==> config.mk <==
export PLATFORM = sky130hd
export DESIGN_NAME = fp16_dot_accumulator
export DESIGN_NICKNAME = d
export VERILOG_FILES = /design/src/rtl/fp16_pkg.sv /design/src/rtl/fp16_add_comb.sv /design/src/rtl/fp16_dot_accumulator.sv
export SDC_FILE = /design/constraint.sdc
export NUM_CORES = 1
export LEC_CHECK = 0
export ABC_AREA = 1
export ABC_CLOCK_PERIOD_IN_PS = 13800
export BUFFER_PORTS_ARGS = -buffer_cell sky130_fd_sc_hd__buf_2
export CORE_MARGIN = 1
export CORE_UTILIZATION = 55
export CTS_CLUSTER_SIZE = 20
export DETAILED_ROUTE_END_ITERATION = 6
export PLACE_DENSITY_LB_ADDON = 0.15
export REMOVE_ABC_BUFFERS = 1
export SYNTH_ARGS = -nofsm -noshare
export SYNTH_HDL_FRONTEND = slang
export SYNTH_SLANG_ARGS = --single-unit
==> constraint.sdc <==
create_clock -name clk -period 13.8 [get_ports clk]
set_input_delay 2.07 -clock clk [delete_from_list [all_inputs] [get_ports clk]]
set_output_delay 2.07 -clock clk [all_outputs]
set_load 0.02 [all_outputs]
==> src/rtl/fp16_pkg.sv <==
// Shared FP16 constants, FSM state encoding and the delay-line tag layout
// used by the dot-product accumulator.
package fp16_pkg;

  localparam int EXP_W    = 5;
  localparam int FRAC_W   = 10;
  localparam int EXP_BIAS = 15;

  localparam logic [15:0] FP16_QNAN = 16'h7E00;
  localparam logic [15:0] FP16_PINF = 16'h7C00;
  localparam logic [15:0] FP16_MAXF = 16'h7BFF;

  typedef enum logic {
    ST_IDLE = 1'b0,
    ST_ACC  = 1'b1
  } state_t;

  // Beat tags carried alongside the multiplier pipeline.
  typedef struct packed {
    logic valid;
    logic first;
    logic last;
  } tag_t;

endpackage

==> src/rtl/fp16_add_comb.sv <==
// Combinational IEEE-754 binary16 adder, round-to-nearest-even,
// subnormal inputs and outputs. Finite overflow gives +/-inf unless
// FP16_ACC_SAT_EN is defined, in which case it clamps to +/-65504.
module fp16_add_comb
  import fp16_pkg::*;
(
  input  logic [15:0] a,
  input  logic [15:0] b,
  output logic [15:0] sum
);

  logic        a_nan, b_nan, a_inf, b_inf;
  logic [15:0] big, sml;
  logic [4:0]  eb, es, diff;
  logic [13:0] big_m, al;
  logic [27:0] sh_full;
  logic [14:0] raw;
  logic [3:0]  lz;
  logic        found;
  logic [4:0]  shamt;
  logic [13:0] norm;
  logic [5:0]  exp6, exp_code;
  logic        round_up;
  logic [15:0] rounded;
  logic        ovf;

  assign a_nan = (a[14:10] == 5'h1F) && (a[9:0] != 10'd0);
  assign b_nan = (b[14:10] == 5'h1F) && (b[9:0] != 10'd0);
  assign a_inf = (a[14:10] == 5'h1F) && (a[9:0] == 10'd0);
  assign b_inf = (b[14:10] == 5'h1F) && (b[9:0] == 10'd0);

  // Align, add/subtract magnitudes, normalise, round, then resolve specials.
  always_comb begin
    big      = (b[14:0] > a[14:0]) ? b : a;
    sml      = (b[14:0] > a[14:0]) ? a : b;
    // Subnormals use an effective exponent of 1 with no hidden bit.
    eb       = (big[14:10] == 5'd0) ? 5'd1 : big[14:10];
    es       = (sml[14:10] == 5'd0) ? 5'd1 : sml[14:10];
    diff     = eb - es;
    big_m    = {(big[14:10] != 5'd0), big[9:0], 3'b000};
    sh_full  = {(sml[14:10] != 5'd0), sml[9:0], 17'd0} >> diff;
    // Far-apart operands collapse entirely into the sticky bit.
    if (diff >= 5'd14) begin
      al = {13'd0, (sml[14:0] != 15'd0)};
    end else begin
      al = {sh_full[27:15], sh_full[14] | (sh_full[13:0] != 14'd0)};
    end
    raw = (a[15] ^ b[15]) ? ({1'b0, big_m} - {1'b0, al})
                          : ({1'b0, big_m} + {1'b0, al});

    lz    = 4'd14;
    found = 1'b0;
    for (int i = 13; i >= 0; i--) begin
      if (!found && raw[i]) begin
        lz    = 4'(13 - i);
        found = 1'b1;
      end
    end

    if (raw[14]) begin
      shamt = 5'd0;
      norm  = {raw[14:2], raw[1] | raw[0]};
      exp6  = {1'b0, eb} + 6'd1;
    end else begin
      // Never normalise below the minimum exponent: the result goes subnormal.
      shamt = ({1'b0, lz} > (eb - 5'd1)) ? (eb - 5'd1) : {1'b0, lz};
      norm  = raw[13:0] << shamt;
      exp6  = {1'b0, eb} - {1'b0, shamt};
    end
    exp_code = norm[13] ? exp6 : 6'd0;

    // Rounding carry ripples into the exponent field, so mantissa overflow
    // and subnormal-to-normal promotion fall out of the same add.
    round_up = norm[2] & (norm[1] | norm[0] | norm[3]);
    rounded  = {exp_code, norm[12:3]} + {15'd0, round_up};
    ovf      = (rounded[15:10] >= 6'd31);

    if (a_nan || b_nan || (a_inf && b_inf && (a[15] != b[15]))) begin
      sum = FP16_QNAN;
    end else if (a_inf) begin
      sum = {a[15], FP16_PINF[14:0]};
    end else if (b_inf) begin
      sum = {b[15], FP16_PINF[14:0]};
    end else if (raw == 15'd0) begin
      sum = {a[15] & b[15], 15'd0};
    end else if (ovf) begin
`ifdef FP16_ACC_SAT_EN
      sum = {big[15], FP16_MAXF[14:0]};
`else
      sum = {big[15], FP16_PINF[14:0]};
`endif
    end else begin
      sum = {big[15], rounded[14:0]};
    end
  end

endmodule

==> src/rtl/fp16_dot_accumulator.sv <==
// FP16 dot-product accumulator for a systolic PE. Beat tags are delayed to
// line up with the multiplier output, products are summed per vector and one
// registered result per vector is offered on a valid/ready output.
// Optional build macro: FP16_ACC_SAT_EN (saturating overflow in the adder).
//
// Output handshake: out_data/out_terms are held while out_valid=1; the result
// is consumed on a rising edge where out_valid & out_ready. The input stream is
// never stalled: a new result overwrites an unconsumed one and sets err_ovr.
// The FSM state is observable as the internal signal "state".
module fp16_dot_accumulator
  import fp16_pkg::*;
#(
  parameter int MUL_LATENCY = 6,
  parameter int CNT_W       = 8
) (
  input  logic             clk,
  input  logic             rst_n,
  input  logic             in_valid,
  input  logic             in_first,
  input  logic             in_last,
  input  logic [15:0]      prod,
  input  logic             out_ready,
  output logic             out_valid,
  output logic [15:0]      out_data,
  output logic [CNT_W-1:0] out_terms,
  output logic             err_ovr
);

  tag_t             dly [MUL_LATENCY];
  tag_t             d;
  state_t           state, state_next;
  logic [15:0]      acc, add_a, acc_next;
  logic [CNT_W-1:0] cnt, cnt_next;
  logic             restart, load;

  assign d = dly[MUL_LATENCY-1];

  // Tag delay line matched to the multiplier latency.
  always_ff @(posedge clk or negedge rst_n) begin
    if (!rst_n) begin
      for (int i = 0; i < MUL_LATENCY; i++) dly[i] <= '0;
    end else begin
      dly[0] <= '{valid: in_valid, first: in_first, last: in_last};
      for (int i = 1; i < MUL_LATENCY; i++) dly[i] <= dly[i-1];
    end
  end

  // Next state, adder operand selection and term count.
  always_comb begin
    state_next = state;
    restart    = d.valid & (d.first | (state == ST_IDLE));
    load       = d.valid & d.last;
    if (d.valid) state_next = d.last ? ST_IDLE : ST_ACC;
    add_a      = restart ? 16'h0000 : acc;
    if (restart) cnt_next = CNT_W'(1);
    else if (&cnt) cnt_next = cnt;
    else cnt_next = cnt + CNT_W'(1);
  end

  fp16_add_comb u_add (
    .a   (add_a),
    .b   (prod),
    .sum (acc_next)
  );

  // FSM state and running sum.
  always_ff @(posedge clk or negedge rst_n) begin
    if (!rst_n) begin
      state <= ST_IDLE;
      acc   <= 16'h0000;
      cnt   <= '0;
    end else begin
      state <= state_next;
      if (d.valid) begin
        acc <= acc_next;
        cnt <= cnt_next;
      end
    end
  end

  // Result register, handshake and sticky overwrite flag.
  always_ff @(posedge clk or negedge rst_n) begin
    if (!rst_n) begin
      out_valid <= 1'b0;
      out_data  <= 16'h0000;
      out_terms <= '0;
      err_ovr   <= 1'b0;
    end else begin
      if (load) begin
        out_valid <= 1'b1;
        out_data  <= acc_next;
        out_terms <= cnt_next;
        if (out_valid && !out_ready) err_ovr <= 1'b1;
      end else if (out_ready) begin
        out_valid <= 1'b0;
      end
    end
  end

endmodule

# --- Yosys cells after proc, flatten, opt, wreduce, memory -nomap -nowiden ---
# Index checks and enable logic that the tools add are counted.
word_totals:
  ff_bits: 69
  inputBits: 22
  out_inout_bits: 26
op_classes:
  addsub: 8
  order_cmp: 4
  n_eq_ne: 3
  shift: 2
  muxes: 48
  bitwise_logic: 11
  reduce_logical: 50
op_table:
  columns: ["op", "n"]
  rows:
  - ["16-bit 2-to-1 mux", 6]
  - ["4-bit 2-to-1 mux", 14]
  - ["15-bit 2-to-1 mux", 3]
  - ["14-bit 2-to-1 mux", 2]
  - ["28-bit by 5-bit right shift with 28-bit output", 1]
  - ["1-bit logical AND", 20]
  - ["10-bit logical NOT", 2]
  - ["10-bit nonzero test", 2]
  - ["16-bit by 1-bit adder with 16-bit output", 1]
  - ["1-bit 2-to-1 mux", 16]
  - ["8-bit 2-to-1 mux", 2]
  - ["14-bit by 14-bit adder with 15-bit output", 1]
  - ["15-bit greater-than comparator", 1]
  - ["15-bit logical NOT", 1]
  - ["5-bit 2-to-1 mux", 3]
  - ["15-bit nonzero test", 1]
  - ["14-bit by 14-bit subtractor with 15-bit output", 1]
  - ["1-bit logical NOT", 14]
  - ["14-bit nonzero test", 1]
  - ["14-bit by 5-bit << shifter with 14-bit output", 1]
  - ["6-bit 2-to-1 mux", 2]
  - ["5-bit equality test (second input constant)", 2]
  - ["5-bit logical NOT", 2]
  - ["5-bit nonzero test", 2]
  - ["other kinds (17)", 25]

# --- Longest topological paths before layout ---
logic_depth:
  word_depth: 69
  mapped_depth: 89
  mapped_depth_nobuf: 84

# --- Hierarchy ---
# A second synthesis with hierarchy kept.
hier_totals:
  cells_unflattened: 1281
  area_unflattened_um2: 8052.7
by_module_without_submodules:
  columns: ["module", "instances", "cells_per_inst", "area_each_um2", "seq_area_each_um2"]
  rows:
  - ["fp16_add_comb", 1, 984, 5298.8, 0.0]
  - ["fp16_dot_accumulator", 1, 297, 2753.9, 1726.7]

# --- Worst setup path after synthesis ---
# No wires, ideal clock.
synth_path:
  path_kind: "in2reg"
  start: "input prod[14]"
  end: "register out_data[0]"
  setup_time_ns: 0.118
  arrival_ns: 11.914
  slack_ns: 1.768
  stages: 78
  path_buffers: 6
  path_cell_list: "ha_1 -> nand2_1 -> nor2_2 -> inv_2 -> nor2_1 -> nand2_1 -> nand2_4 -> nand2_2 -> buf_6 -> buf_2 -> o21ai_0 -> nand4_1 -> or2_2 -> nand2_1 -> inv_1 -> ha_1 -> clkbuf_1 -> buf_1 -> (+42 left out) -> nor3_1 -> inv_1 -> nand2_1 -> inv_1 -> ha_1 -> or2_2 -> a21oi_1 -> o21ai_0 -> xor2_1 -> nand2_1 -> nand4_1 -> nand2_1 -> nand3_2 -> nor2_1 -> nor2_4 -> buf_6 -> nand3_1 -> nand2_1"
synth_via:
  elab_chain_cells: 65
  elab_cells_between_ends: 100
synth_lines:
  columns: ["element", "line", "text"]
  rows:
  - ["start, declared", "fp16_dot_accumulator.sv:21", "input logic [15:0] prod,"]
  - ["15-bit greater-than comparator", "fp16_add_comb.sv:34, fp16_add_comb.sv:35", null]
  - ["16-bit 2-to-1 mux / 15-bit 2-to-1 mux (equally long branches)", "fp16_add_comb.sv:34, fp16_add_comb.sv:35", null]
  - ["5-bit logical NOT (on tied branches)", "fp16_add_comb.sv:37, fp16_add_comb.sv:38", null]
  - ["5-bit 2-to-1 mux (on tied branches)", "fp16_add_comb.sv:37, fp16_add_comb.sv:38", null]
  - ["5-bit subtractor", "fp16_add_comb.sv:39", "diff = eb - es;"]
  - ["28-bit by 5-bit right shift with 28-bit output", "fp16_add_comb.sv:41", "sh_full = {(sml[14:10] != 5'd0), sml[9:0], 17'd0} >> diff;"]
  - ["14-bit nonzero test", "fp16_add_comb.sv:46", "al = {sh_full[27:15], sh_full[14] | (sh_full[13:0] != 14'd0)};"]
  - ["1-bit OR", "fp16_add_comb.sv:46", null]
  - ["(+49 left out)", null, null]
  - ["1-bit bitwise AND", "fp16_add_comb.sv:74", "round_up = norm[2] & (norm[1] | norm[0] | norm[3]);"]
  - ["16-bit by 1-bit adder with 16-bit output", "fp16_add_comb.sv:75", "rounded = {exp_code, norm[12:3]} + {15'd0, round_up};"]
  - ["6-bit by 5-bit greater-or-equal comparator with 1-bit output", "fp16_add_comb.sv:76", "ovf = (rounded[15:10] >= 6'd31);"]
  - ["15-bit 2-to-1 mux", "fp16_add_comb.sv:86", "end else if (ovf) begin"]
  - ["16-bit 2-to-1 mux", "fp16_add_comb.sv:84", "end else if (raw == 15'd0) begin"]
  - ["16-bit 2-to-1 mux", "fp16_add_comb.sv:82", "end else if (b_inf) begin"]
  - ["16-bit 2-to-1 mux", "fp16_add_comb.sv:80", "end else if (a_inf) begin"]
  - ["16-bit 2-to-1 mux *", "fp16_add_comb.sv:78", "if (a_nan || b_nan || (a_inf && b_inf && (a[15] != b[15]))) begin"]
  - ["end signal, assigned", "fp16_dot_accumulator.sv:91", "out_data <= acc_next;"]
  - ["end, declared", "fp16_dot_accumulator.sv:24", "output logic [15:0] out_data,"]
# Mark *: on every way between the ends. The rest lies on a longest branch, timed or not.
# A chain may end at the register's enable or synchronous reset.

# --- Worst setup path after layout ---
layout_path:
  start: "input prod[14]"
  end: "register out_data[2]"
# The elaborated chain is that of the path after synthesis.

==> results_dict.tcl <==
set metrics [dict create \
    outcome "completed" \
    syn_area_um2 7860 \
    vias 8502 \
    path_common_cell "nand2_1" \
    slew_headroom_pct 45.6 \
    synth-seq-area-share_pct 22.0 \
    cts_max_level 3 \
    drtIter0Drc 864 \
    hold_viol 0 \
    setup_tns_ns 0 \
    register_area_um2 1730 \
    vias_per_cell 5.66 \
    fill_cells 1320 \
    required_ns 14.01 \
    crit_slowest_cell "or2_2" \
    min_to "dly[5]$_DFF_PN0_" \
    nets 1395 \
    start_util_pct 56.4 \
    startpoint_type "input pin" \
    ys_ff_latch 69 \
    fin_crit_sh_pct 92.7 \
    wl_per_cell_um 15.0 \
    numCtsBuffers 9 \
    reg2reg_slack_ns 1.66 \
    synthTopCellsByCount "nand2_1, nand3_1, inv_1, nor2_1, o21ai_0" \
    routabilityCongestion 0.955 \
    drc 0 \
    clk-insertion-delay-late_ns 0.33 \
    crit_start "prod[14]" \
    grtUsageTotal_pct 31.2 \
    ant_nets 0 \
    synth_area_per_cell_um2 6.15 \
    cp-end-kind "register" \
    reg2regPathDepth 84 \
    fin_skew_ns 0.00697 \
    worst_ep_arrival_time_ns 13.00 \
    die_w_um 122 \
    placement_rows 43 \
    root_buffer "clkbuf_16" \
    hpwl_mm 17.8 \
    rsz0062_at_grt "false" \
    crit_path_max_incr_delay_ns 0.35 \
    report.final.setup_viol 0 \
    drive_above_1_share_pct 10.7 \
    synth-edff-count 0 \
    ys.flop_type "dfrtp_1" \
    critPathKind "in2reg" \
    timing.rr.start "d[1]$_DFF_PN0_" \
    cts_tree "built" \
    antennaDiodeCount 0 \
    area_delta_synth_final_pct 9.70 \
    grt_max_degree 70 \
    synth_top_cell_by_area "dfrtp_1" \
    ys_async_sr_fraction_pct 100 \
    synth_most_common_cell "nand2_1" \
    min-delay-start "dly[8]$_DFF_PN0_" \
    synthCells 1278 \
    worstMarginPinSlew_ns 0.816 \
    coreArea_um2 13900 \
    grt_pass1_vias 7580 \
    hold_path_class "reg2reg" \
    die-area_um2 14800 \
    ios 48 \
    holdPathStages 0 \
    multi_input_area_um2 5330 \
    finalMaxSlewViolations 0 \
    synth_cell_type_count 55 \
    synth_area_leaders "dfrtp_1, nand2_1, nand3_1" \
    cts.sinks 69 \
    drtPass1Iterations 6 \
    overflow 0 \
    cts.clk_slew.worst_paths_ns 0.06 \
    fin_crit_ns 12.79 \
    antenna_found_initial 0 \
    die_h_um 122 \
    path_max_fanout 39 \
    max_freq_ghz 0.0782 \
    r2r-end "out_data[2]$_DFFE_PN0P_" \
    cts_buffer_depth 2 \
    cap_violations 0 \
    grt_pass1_wl_mm 36.6 \
    ctsHoldBuffers 0 \
    synth_top_cell_area_share_pct 22.0 \
    yosys_warnings 0 \
    port_buffers 47 \
    postRouteWirelength_mm 22.6 \
]
[cell type report]
| type | count | area share (%) |
|---|---|---|
| clock buffer | 11 | 2.82 |
| clock inverter | 5 | 0.682 |
| inverter | 158 | 6.92 |
| multi-input combinational | 1009 | 61.8 |
| sequential | 69 | 20.0 |
| tap | 180 | 2.61 |
| timing repair buffer | 70 | 5.11 |
[critical path, delay by kind of cell]
kind,cells,cell delay [ns]
buf+inv,17,1.91
mux,1,0.22
simple gates,43,5.25
xor+xnor,2,0.24
compound gates,10,1.60
fa+ha+maj,6,1.69
[worst max path at each step]
stage	slack [ns]	end
final	1.01	out_data[2]$_DFFE_PN0P_
after global routing	0.01	acc[4]$_DFFE_PN0P_
after CTS	0.81	acc[4]$_DFFE_PN0P_
after detailed placement	0.56	acc[4]$_DFFE_PN0P_
after global placement	0.90	acc[1]$_DFFE_PN0P_
after floorplan	1.40	out_data[9]$_DFFE_PN0P_
[cells in the final DEF, fill, tap and decap left out, types with 7 or more instances in the layout]
cell,count
o21ai_0,70
xor2_1,19
nor2_1,89
clkbuf_16,9
nand2_1,395
nand4_1,32
buf_4,20
buf_2,47
dfrtp_1,69
nand3_1,195
xnor2_1,8
nor3_1,11
nand2_2,12
ha_1,55
inv_1,148
a21oi_1,42
inv_2,7
[per-layer routing]
layer / GRT usage, % / part of all wire, %
met1: 41.4 / 44
met2: 52.2 / 47
met3: 3.85 / 6.3
met4: 10.6 / 2.6
met5: 0 / 0
[sequential cells by signal, indices dropped and copies added, names as in the netlist]
signal / count
out_terms: 8
cnt: 8
out_valid: 1
err_ovr: 1
dly: 15
out_data: 16
acc: 16
d: 3
state: 1
[stage by stage]
stage	util (%)	cells	area (µm²)	hold WS (ns)	setup slack, ns
finish	61.9	1502	8620	0.341	1.01
global route	61.9	1502	8620	0.354	0.0109
CTS	61.1	1494	8510	0.344	0.810
detailed placement	58.9	1478	8210	0.336	0.558
global placement	58.9	1478	8210	0.332	0.895
floorplan	-	1236	7630	0.331	1.40
[what timing repair did]
item / in CTS / in global routing
buffers inserted: 0 / 8
resized for setup: 0 / 5
endpoints found under the setup margin: 0 / 30
[cells by family (layout without fill, tap and decap cells)]
kind of cell,Yosys count,in the layout,synth area share (%)
buffers and inverters,200,244,10.4
DFF,69,69,22.0
and+or+nand+nor,777,777,44.7
muxes,1,1,0.287
AOI/OAI and AO/OA,147,147,10.5
adders and majority gates,56,56,9.01
xor gates and xnor gates,28,28,3.22
Power is left out: the tool's default activity adds up to more than one toggle a clock period on the data nets, which glitch-free logic cannot reach.
